==> config.mk <==
export PLATFORM = sky130hd
export DESIGN_NAME = id_ex_stage
export DESIGN_NICKNAME = d
export VERILOG_FILES = /design/src/rtl/id_ex_stage.sv
export SDC_FILE = /design/constraint.sdc
export NUM_CORES = 1
export LEC_CHECK = 0
export CAP_MARGIN = 10
export CORE_AREA = 2 2 130 132
export DETAILED_ROUTE_END_ITERATION = 8
export DIE_AREA = 0 0 132 134
export HOLD_SLACK_MARGIN = 0.12
export PLACE_DENSITY = 0.75
export SETUP_SLACK_MARGIN = 0.05
export SYNTH_ARGS = -nofsm -noshare
export SYNTH_HDL_FRONTEND = slang
export SYNTH_SLANG_ARGS = --single-unit
export TNS_END_PERCENT = 5
==> constraint.sdc <==
create_clock -name CLK -period 1.9 [get_ports CLK]
set_input_delay 0.57 -clock CLK [delete_from_list [all_inputs] [get_ports CLK]]
set_output_delay 0.57 -clock CLK [all_outputs]
set_load 0.02 [all_outputs]
==> src/rtl/id_ex_stage.sv <==
// -----------------------------------------------------------------------------
// id_ex_stage
//   ID->EX pipeline register. Each cycle it captures the register-file read
//   data, the instruction fields and the opaque control bundle. Source operands
//   are forwarded from MEM/WB ahead of the register-file values. A load in EX
//   whose destination is read by the instruction in ID is a load-use hazard:
//   ID is stalled and a bubble goes into EX. A taken branch/jump (flush)
//   squashes the instruction in ID.
//
// Parameters
//   CTRL_W  width of the control bundle carried ID->EX
//   REG_AW  register address width (r0 reads as zero and is never forwarded)
//
// Ports
//   CLK, Reset                  clock; synchronous active-high reset
//   id_valid                    ID holds a real instruction
//   id_rs, id_rt, id_wAddr      source / destination register addresses
//   id_readData1/2              register-file data for rs / rt
//   id_imm, id_ctrl             immediate and decoded control bundle
//   id_regWrite, id_isLoad      instruction writes id_wAddr / is a load
//   flush                       squash the instruction in ID
//   mem_regWrite/wAddr/wData    MEM-stage writer (ALU result only)
//   wb_regWrite/wAddr/wData     WB-stage writer
//   stall_id                    combinational; hold PC and IF/ID this cycle
//   ex_*                        registered EX-stage fields and forwarded operands
//   stat_bubbles                hazard bubble count (only with ID_EX_STATS_EN)
//
// Build option
//   ID_EX_STATS_EN  adds stat_bubbles: saturating count of hazard bubbles
//                   (flush bubbles not counted), cleared by Reset.
// -----------------------------------------------------------------------------
module id_ex_stage #(
    parameter int CTRL_W = 12,
    parameter int REG_AW = 5
) (
    input  logic              CLK,
    input  logic              Reset,
    input  logic              id_valid,
    input  logic [REG_AW-1:0] id_rs,
    input  logic [REG_AW-1:0] id_rt,
    input  logic [REG_AW-1:0] id_wAddr,
    input  logic [31:0]       id_readData1,
    input  logic [31:0]       id_readData2,
    input  logic [31:0]       id_imm,
    input  logic [CTRL_W-1:0] id_ctrl,
    input  logic              id_regWrite,
    input  logic              id_isLoad,
    input  logic              flush,
    input  logic              mem_regWrite,
    input  logic [REG_AW-1:0] mem_wAddr,
    input  logic [31:0]       mem_wData,
    input  logic              wb_regWrite,
    input  logic [REG_AW-1:0] wb_wAddr,
    input  logic [31:0]       wb_wData,
    output logic              stall_id,
    output logic              ex_valid,
    output logic [REG_AW-1:0] ex_rs,
    output logic [REG_AW-1:0] ex_rt,
    output logic [REG_AW-1:0] ex_wAddr,
    output logic [31:0]       ex_opA,
    output logic [31:0]       ex_opB,
    output logic [31:0]       ex_imm,
    output logic [CTRL_W-1:0] ex_ctrl,
    output logic              ex_regWrite,
    output logic              ex_isLoad
`ifdef ID_EX_STATS_EN
    ,
    output logic [15:0]       stat_bubbles
`endif
);

    typedef enum logic {
        CAP_NORMAL,
        CAP_BUBBLE
    } capMode_t;

    logic        haz;
    capMode_t    capMode;
    logic [31:0] fwdA;
    logic [31:0] fwdB;

    // Operand select: r0 is always zero, then MEM, then WB, then register file.
    function automatic logic [31:0] fwdSel(
        input logic [REG_AW-1:0] rAddr,
        input logic [31:0]       rfData,
        input logic              memWe,
        input logic [REG_AW-1:0] memAddr,
        input logic [31:0]       memData,
        input logic              wbWe,
        input logic [REG_AW-1:0] wbAddr,
        input logic [31:0]       wbData
    );
        if (rAddr == '0)
            return '0;
        else if (memWe && (memAddr == rAddr))
            return memData;
        else if (wbWe && (wbAddr == rAddr))
            return wbData;
        else
            return rfData;
    endfunction

    // ex_isLoad is already gated by ex_valid, so a bubble can never create a
    // hazard; back-to-back load-use stalls are therefore at most 1 cycle each.
    always_comb begin
        haz = ex_valid && ex_isLoad && (ex_wAddr != '0) && id_valid &&
              ((ex_wAddr == id_rs) || (ex_wAddr == id_rt));
    end

    assign stall_id = haz && !flush && !Reset;

    always_comb begin
        capMode = CAP_NORMAL;
        if (flush || haz)
            capMode = CAP_BUBBLE;
    end

    always_comb begin
        fwdA = fwdSel(id_rs, id_readData1, mem_regWrite, mem_wAddr, mem_wData,
                      wb_regWrite, wb_wAddr, wb_wData);
        fwdB = fwdSel(id_rt, id_readData2, mem_regWrite, mem_wAddr, mem_wData,
                      wb_regWrite, wb_wAddr, wb_wData);
    end

    always_ff @(posedge CLK) begin
        if (Reset) begin
            ex_valid    <= 1'b0;
            ex_rs       <= '0;
            ex_rt       <= '0;
            ex_wAddr    <= '0;
            ex_opA      <= '0;
            ex_opB      <= '0;
            ex_imm      <= '0;
            ex_ctrl     <= '0;
            ex_regWrite <= 1'b0;
            ex_isLoad   <= 1'b0;
        end else begin
            case (capMode)
                CAP_BUBBLE: begin
                    ex_valid    <= 1'b0;
                    ex_rs       <= '0;
                    ex_rt       <= '0;
                    ex_wAddr    <= '0;
                    ex_opA      <= '0;
                    ex_opB      <= '0;
                    ex_imm      <= '0;
                    ex_ctrl     <= '0;
                    ex_regWrite <= 1'b0;
                    ex_isLoad   <= 1'b0;
                end
                default: begin
                    ex_valid    <= id_valid;
                    ex_rs       <= id_rs;
                    ex_rt       <= id_rt;
                    ex_wAddr    <= id_wAddr;
                    ex_opA      <= fwdA;
                    ex_opB      <= fwdB;
                    ex_imm      <= id_imm;
                    ex_ctrl     <= id_valid ? id_ctrl : '0;
                    ex_regWrite <= id_valid && id_regWrite;
                    ex_isLoad   <= id_valid && id_isLoad;
                end
            endcase
        end
    end

`ifdef ID_EX_STATS_EN
    logic [15:0] bubbleCnt;

    always_ff @(posedge CLK) begin
        if (Reset)
            bubbleCnt <= '0;
        else if (haz && !flush && (bubbleCnt != '1))
            bubbleCnt <= bubbleCnt + 16'd1;
    end

    assign stat_bubbles = bubbleCnt;
`endif

endmodule
# Word level (Yosys, flattened, before mapping)
# Index checks and enable logic that the tools add are counted.
dict set report word_totals {
  regBits 126
  in_bits 205
  out_inout_bits 127
  word_cells 45
}
dict set report classes {
  n_eq_ne 6
  muxes 5
  n_bitwise 1
  reduce_logical 23
}
# op count
set ops {}
lappend ops {{$mux W32} 4}
lappend ops {{$eq A5 B5 Y1} 6}
lappend ops {{$logic_and A1 B1 Y1} 12}
lappend ops {{$logic_not A5 Y1} 2}
lappend ops {{$reduce_or A3 Y1} 3}
lappend ops {{$reduce_bool A5 Y1} 1}
lappend ops {{$logic_not A1 Y1} 2}
lappend ops {{$logic_or A1 B1 Y1} 2}
lappend ops {{$reduce_or A2 Y1} 1}
lappend ops {{$mux W1} 1}
lappend ops {{$not A1 Y1} 1}

# Logic depth before layout (Yosys ltp)
# Gate-level depths: netlist of run 1.
dict set report logic_depth {
  ltp_word 7
  mapped_depth 7
  mapped_depth_nobuf 5
}

# Least setup slack after synthesis of run 1
# OpenSTA, ideal clock, no wires.
dict set report synth_timing {
  kind {input -> register}
  startpoint {in id_rs[1]}
  endpoint {reg ex_opA[0]}
  setup_ps 92
  arrival_ps 1768
  required_time_ps 1808
  path_slack_ps 40
  stages 7
  cell_sequence {xor2_1 > nor4_1 > and2_1 > clkbuf_1 > buf_6 > a211oi_1 > nor4_1}
}
dict set report synth_via {
  elab_chain_len 6
}
# item line
set synth_lines {}
lappend synth_lines {{start: declaration} 39} ;# input logic [REG_AW-1:0] id_rs,
lappend synth_lines {{$eq A5 B5 Y1} 107} ;# ((ex_wAddr == id_rs) || (ex_wAddr == id_rt));
lappend synth_lines {{$logic_or A1 B1 Y1} 107}
lappend synth_lines {{$logic_and A1 B1 Y1} 106} ;# haz = ex_valid && ex_isLoad && (ex_wAddr != '0) && id_valid &&
lappend synth_lines {{$logic_or A1 B1 Y1} 114} ;# if (flush || haz)
lappend synth_lines {{$mux W1} 114}
lappend synth_lines {{$reduce_or A3 Y1 (no source line)} n/a}
lappend synth_lines {{end signal: assignment} 156} ;# ex_opA <= fwdA;
lappend synth_lines {{end: declaration} 60} ;# output logic [31:0] ex_opA,
# Several ways; a longest one is shown, not always the timed one.
# A chain may end at the register's enable or synchronous reset.

# Worst setup path in the final report of run 1
dict set report layout_timing {
  startpoint {reg ex_wAddr[2]}
  endpoint {out stall_id}
}
dict set report layout_via {
  elab_chain_len 6
}
# item line
set layout_lines {}
lappend layout_lines {{start: declaration} 59} ;# output logic [REG_AW-1:0] ex_wAddr,
lappend layout_lines {{start signal: assignment} 155} ;# ex_wAddr <= id_wAddr;
lappend layout_lines {{$reduce_bool A5 Y1} 106}
lappend layout_lines {{$logic_and A1 B1 Y1 (2 in a row)} 106}
lappend layout_lines {{$logic_and A1 B1 Y1 (*)} 106}
lappend layout_lines {{$logic_and A1 B1 Y1 (*) (2 in a row)} 110} ;# assign stall_id = haz && !flush && !Reset;
lappend layout_lines {{end: declaration} 55} ;# output logic stall_id,
# Every way passes the cells marked *; elsewhere a longest branch is shown, timed or not.

==> results of run 1 <==
## worst min-delay path by stage
| stage | slack, ns | end | start |
|---|---|---|---|
| detailed placement | 1.11 | ex_imm[31] | ex_isLoad |
| finish | 0.52 | ex_rs[4] | id_rs[4] |
| global route | 0.54 | ex_rs[4] | id_rs[4] |
| CTS | 0.61 | ex_rs[3] | id_rs[3] |
| global placement | 1.12 | ex_imm[31] | ex_isLoad |
| floorplan | 0.69 | ex_imm[0] | id_imm[0] |
## logic make-up after synthesis
group,after synthesis
simple gates,343
flops,126
compound gates,68
buf+inv,61
xor+xnor,30
## cell usage in the layout, fill, tap and decap left out, types with 8 or more instances in the layout
| master | n |
|---|---|
| and2_1 | 51 |
| clkbuf_16 | 17 |
| a211oi_2 | 8 |
| and3_1 | 14 |
| xnor2_1 | 17 |
| clkdlybuf4s50_1 | 182 |
| a211oi_1 | 55 |
| nand3_1 | 64 |
| nor2_1 | 122 |
| dlygate4sd2_1 | 138 |
| buf_4 | 60 |
| dfxtp_1 | 122 |
| nor4_2 | 40 |
| xor2_1 | 8 |
| buf_6 | 10 |
| buf_12 | 13 |
| nor4_1 | 21 |
## worst register-to-register path, stage by stage (launching register included)
cell and delay (ns):
dfxtp_4 0.36, buf_4 0.14, nor3_2 0.20, a21oi_2 0.10, buf_4 0.17, a211o_4 0.43, bufbuf_16 0.31, nor4_2 0.30
## metrics by stage
stage          hold WS, ns  setup TNS [ns]  total power [mW]  util (%)
2_1_floorplan        0.692               0              3.36         -
3_3_place_gp          1.12          -64.16              4.27      57.4
3_5_place_dp          1.11          -65.84              4.28      57.4
4_1_cts              0.614           -2.14              7.63      63.9
5_1_grt              0.544           -8.81              7.91      65.2
6_report             0.524           -4.05              7.63      65.2
## sequential cells by signal (all words and copies together) (netlist names)
name	cells
ex_imm	32
ex_opA	32
ex_opB	32
ex_ctrl	12
ex_rs	5
ex_rt	5
ex_wAddr	5
ex_isLoad	1
ex_regWrite	1
ex_valid	1
## where the power goes
| part | internal [mW] | switching [mW] |
|---|---|---|
| registers | 2.75 | 0.0329 |
| clock network | 2.00 | 1.32 |
| logic | 0.834 | 0.697 |
| total | 5.59 | 2.05 |
## per-layer routing
layer | vias to the layer above | share of wire [%] | global-route usage [%] | routed length, um
met5 | - | 0.043 | 0 | 11
met4 | 2 | 2.8 | 10.5 | 705
met3 | 56 | 7.3 | 7.67 | 1860
met2 | 347 | 50 | 47.9 | 12800
met1 | 3029 | 40 | 33.5 | 10200
li1 | 2982 | - | - | -
## what timing repair did
item,4_1_cts,5_1_grt
cloned,9,0
gates resized for setup,235,39
setup endpoints to repair,191,67
setup buffers,6,2
hold buffers,0,0
pin swaps,28,10
## final cells by class
type	count	area, um2	share of cell area (%)
repair buffers	420	4170	39.3
multi-input cells	442	3030	28.5
flip-flops and latches	126	2530	23.9
clock buffers	19	443	4.17
well taps	220	275	2.59
clock inverters	13	154	1.45
diodes	3	7.51	0.0707
inverters	1	3.75	0.0354
==> summary.txt, run 1 <==
Slack of the critical path = -0.231 ns
IO Pins = 332
Seq/Total Area, Yosys = 47.7%
Clk root buf = clkbuf_16
Non-filler instance count after layout = 1244
Clk Latency, worst-skew pair = 0.41 ns
Synth Area in Compound Gates = 9.60%
Period minus WS final = 2.13 ns
H-tree depth reported by CTS = 4
Maximum root-to-sink buffer count = 2
Ys flop type = dfxtp_1
WL/cell = 20.5 um
Cells after DPL = 1193
Critical path's largest stage delay = 0.37 ns
Crit path kind = register to output pin
Synthesis-to-finish area growth = 101%
Most frequent cell after synthesis = nor2_1
Clk_skew = 0.00883 ns
Net count, final = 1213
Pin count of the biggest net entering global routing = 36
Mux contribution to synthesized area = 0%
Post-synth top area cell = dfxtp_1
Fill cells = 1405
CP max stage cell = dfxtp_4
Reg-to-Reg Start = ex_wAddr[0]
Largest family of logic cells by synthesized area = simple AND/OR/NAND/NOR gates
Core footprint = 0.0163 mm2
Hold Crit Depth = 3
Peak Freq = 469 MHz
Critical Path Sink Type = output pin
Pre-CTS setup slack = -0.998 ns
Synth Instances = 628
Port bufs = 331
Initial antenna violation count = 4
Post-Synth XOR/XNOR Area = 4.97%
Placement Cell Area = 0.00936 mm2
R2R depth = 7
Worst R2R Setup Slack = -0.21 ns
Vias in the first global route = 6430
Peak VDD IR = 0.579 mV
Register bit total from synthesis = 126
Worst R2R End = ex_opB[17]
Ys Warns = 0
Hpwl dp = 17300 um
RSZ-0062 raised after global routing = true
Layout cells sized above 1 = 20.8%
Startpoint types = register
CTS tree = done
CTS clk-pin slew, worst paths = 0.06 ns
CP required = 1.33 ns
EDFF count, synth = 0
Outcome = complete, but fails checks
Fin crit share = 112%
P_leak = 4.56 nW
# DRC = 0
Critical path arrival = 1.56 ns
Min-delay worst type = input pin to register
Total CTS buffers = 17
Routed via count = 6416
Clk sink count = 126
Slew @ Worst Pin = 0.393 ns
Gpl congestion = 0.966
Die X = 132 um
Total gr overflow = 0
WP buf/inv = 1
GRT Util Overall = 27.9%
Total die area = 0.0177 mm2
Final instance area = 0.0106 mm2
Initial core utilization = 32.5%
Mapped Avg Cell Area = 8.42 um2
Crit path max fanout = 4
Syn Nets = 833
Final setup vio count = 51
Post-Synth Adder-Cell Area = 0%
WL final = 25600 um
Post-route antenna net violation count = 0
Synth top area share = 47.7%
CP endpoint = stall_id
Delay-heaviest family, CP = flip-flops
Slew Viols, Final = 0
Slew headroom = 73.6%
Fraction of the mapped netlist area in simple logic gates = 32.7%
Die H = 134 um
Netlist Area Pre-Place = 0.00529 mm2
Fraction of registers with async set or reset after synthesis = 0%
Commonest cells in the netlist = nor2_1 (130), dfxtp_1 (126), nor4_1 (66)
Drt first-iter violations = 507
Top cells by area, synth = dfxtp_1 (48%), nor2_1 (9.2%), a211oi_1 (9.1%)
Cell chain of the critical path = xnor2_2, nand3_1, o22ai_2, and3_4, buf_6
First-pass GRT wire length = 37500 um
Iteration count of the initial detailed-routing pass = 5
Pwr dens = 719 mW/mm2
Crit path launch = ex_wAddr[2]
Critical path depth = 5
Final hold violations = 0
Maxcap violations = 0
Via-per-instance ratio = 5.16
Synth unique cells = 25
Row cnt = 47
Failing checks = setup timing
Power figures use the tool's default switching activity.
==> run 2, diff against run 1 <==
Settings changed: CTS_CLUSTER_SIZE from default to 16, PLACE_DENSITY 0.75 to 0.73.
Clock period 1.9 ns to 2.3 ns, I/O delays scaled along.
==> run 2 against run 1 <==
The run now ends clean. Clock skew decreased by 0.00063 ns. Largest power group unchanged. Hold slack better by 0.13 ns. Critical path type is now input pin to output pin. Final cell count shrank 1.6%.
==> summary.txt, run 2 (synthesis results as in run 1) <==
Non-filler instance count after layout = 1224
CP max stage cell = clkdlybuf4s15_2
Period minus WS final = 2.25 ns
Gr busiest metal = met2
Most frequent cells in the layout = clkdlybuf4s50_1 (314), nor2_1 (127), dfxtp_1 (123)
Combinational power share = 19.4%
Initial core utilization = 32.5%
NetSw = 1.67 mW
Clk_skew = 0.00820 ns
Iteration count of the initial detailed-routing pass = 7
Synthesis-to-finish area growth = 89.3%
Clock power frac = 43.1%
P_leak = 3.81 nW
CTS tree = done
GRT Util Overall = 25.5%
Initial antenna violation count = 2
Layout cells sized above 1 = 13.6%
Slew headroom = 79.7%
Total CTS buffers = 17
Net count, final = 1195
Cells after DPL = 1182
Post-route antenna net violation count = 0
Routed via count = 6149
Via-per-instance ratio = 5.02
First-pass GRT wire length = 34800 um
Core footprint = 0.0163 mm2
Hold_ws = 0.659 ns
Fin crit share = 98.0%
Flop pwr share = 37.5%
H-tree depth reported by CTS = 4
Crit path kind = input pin to output pin
Biggest regs = ex_imm: 32 flops, ex_opA: 32 flops, ex_opB: 32 flops
Critical path's largest stage delay = 0.21 ns
Fill cells = 1401
# DRC = 0
Pin count of the biggest net entering global routing = 35
Row cnt = 47
M2 GR Usage = 42.8%
Final hold violations = 0
Peak VDD IR = 0.548 mV
CTS clk-pin slew, worst paths = 0.06 ns
Final instance area = 0.0100 mm2
WL/cell = 18.9 um
Maxcap violations = 0
Vias in the first global route = 6118
Final setup vio count = 0
Pwr dens = 615 mW/mm2
Hpwl dp = 17400 um
Die H = 134 um
Port bufs = 331
Total gr overflow = 0
Clk root buf = clkbuf_16
IO Pins = 332
Setup TNS = 0 ns
Int Pwr = 4.48 mW
Critical Path Sink Type = output pin
GR Util met3 = 7.56%
Startpoint types = input pin
RSZ-0062 raised after global routing = true
Crit path max fanout = 2
Maximum root-to-sink buffer count = 2
Clk Latency, worst-skew pair = 0.41 ns
Min-delay worst type = input pin to register
Die X = 132 um
Clk sink count = 126
Placement Cell Area = 0.00934 mm2
Total die area = 0.0177 mm2
Drt first-iter violations = 375
Peak Freq = 444 MHz
Final core utilization = 61.5%
Met1 Usage GRT = 31.1%
WL final = 23200 um
Switching Fraction = 27.2%
Slew @ Worst Pin = 0.302 ns
Slew Viols, Final = 0
Most common cell after layout, fill and taps aside = clkdlybuf4s50_1
Gpl congestion = 0.907
Cell chain of the critical path = clkdlybuf4s15_2, xnor2_2, nand3_1, o22ai_2, and3_4, buf_6
Critical path arrival = 1.56 ns
Outcome = complete, no violations
CP required = 1.61 ns
==> run 2: through the flow <==
| stage | total power [mW] | worst slack, ns |
|---|---|---|
| final | 6.15 | 0.0459 |
| after global routing | 6.37 | -0.0133 |
| after CTS | 6.18 | 0.0293 |
| after detailed placement | 3.53 | -0.783 |
| after global placement | 3.52 | -0.780 |
| after floorplan | 2.77 | 0.208 |
==> run 2: worst paths after layout <==
path	slack (ns)	depth (start not counted)	to	from
setup / recovery	0.05	6	stall_id	id_rt[2]
setup reg to reg	0.27	7	ex_opA[23]	ex_wAddr[0]
hold / removal	0.66	3	ex_rt[4]	id_rt[4]
hold reg to reg	1.06	6	ex_imm[31]	ex_valid
==> run 2: repair_timing <==
action | CTS | global route
endpoints found under the setup margin | 62 | 88
hold buffers | 0 | 0
setup buffers | 7 | 2
resized for setup | 41 | 19
pin swaps | 16 | 13
==> run 2: power by group through the flow <==
stage	Sequential (mW)	Combinational, mW	Clock, mW
5_1_grt	2.31	1.26	2.79
2_1_floorplan	2.47	0.303	0
3_3_place_gp	2.35	1.17	0
3_5_place_dp	2.35	1.17	0
4_1_cts	2.31	1.18	2.69
6_report	2.31	1.19	2.65
==> run 2: area by class of cell <==
cell class	instances	area (um2)	area share, %
diodes	1	2.50	0.0250
clock buffers	17	425	4.25
clock inverters	15	149	1.49
inverters	1	3.75	0.0375
multi-input cells	441	2600	25.9
flip-flops and latches	126	2530	25.2
well taps	220	275	2.75
repair buffers	403	4030	40.3
==> run 2: routing by layer <==
layer,wire [um],up-vias,part of all wire (%)
met4,633,4,2.7
met3,1910,46,8.2
li1,-,2942,-
met1,9290,2861,40
met2,11300,296,49
met5,26,-,0.11
==> run 2: critical path: cells and delay by family <==
family	cells	cell delay (ns)
AOI/OAI and AO/OA	1	0.12
xor gates and xnor gates	1	0.12
and+or+nand+nor	2	0.32
buffers and inverters	2	0.32
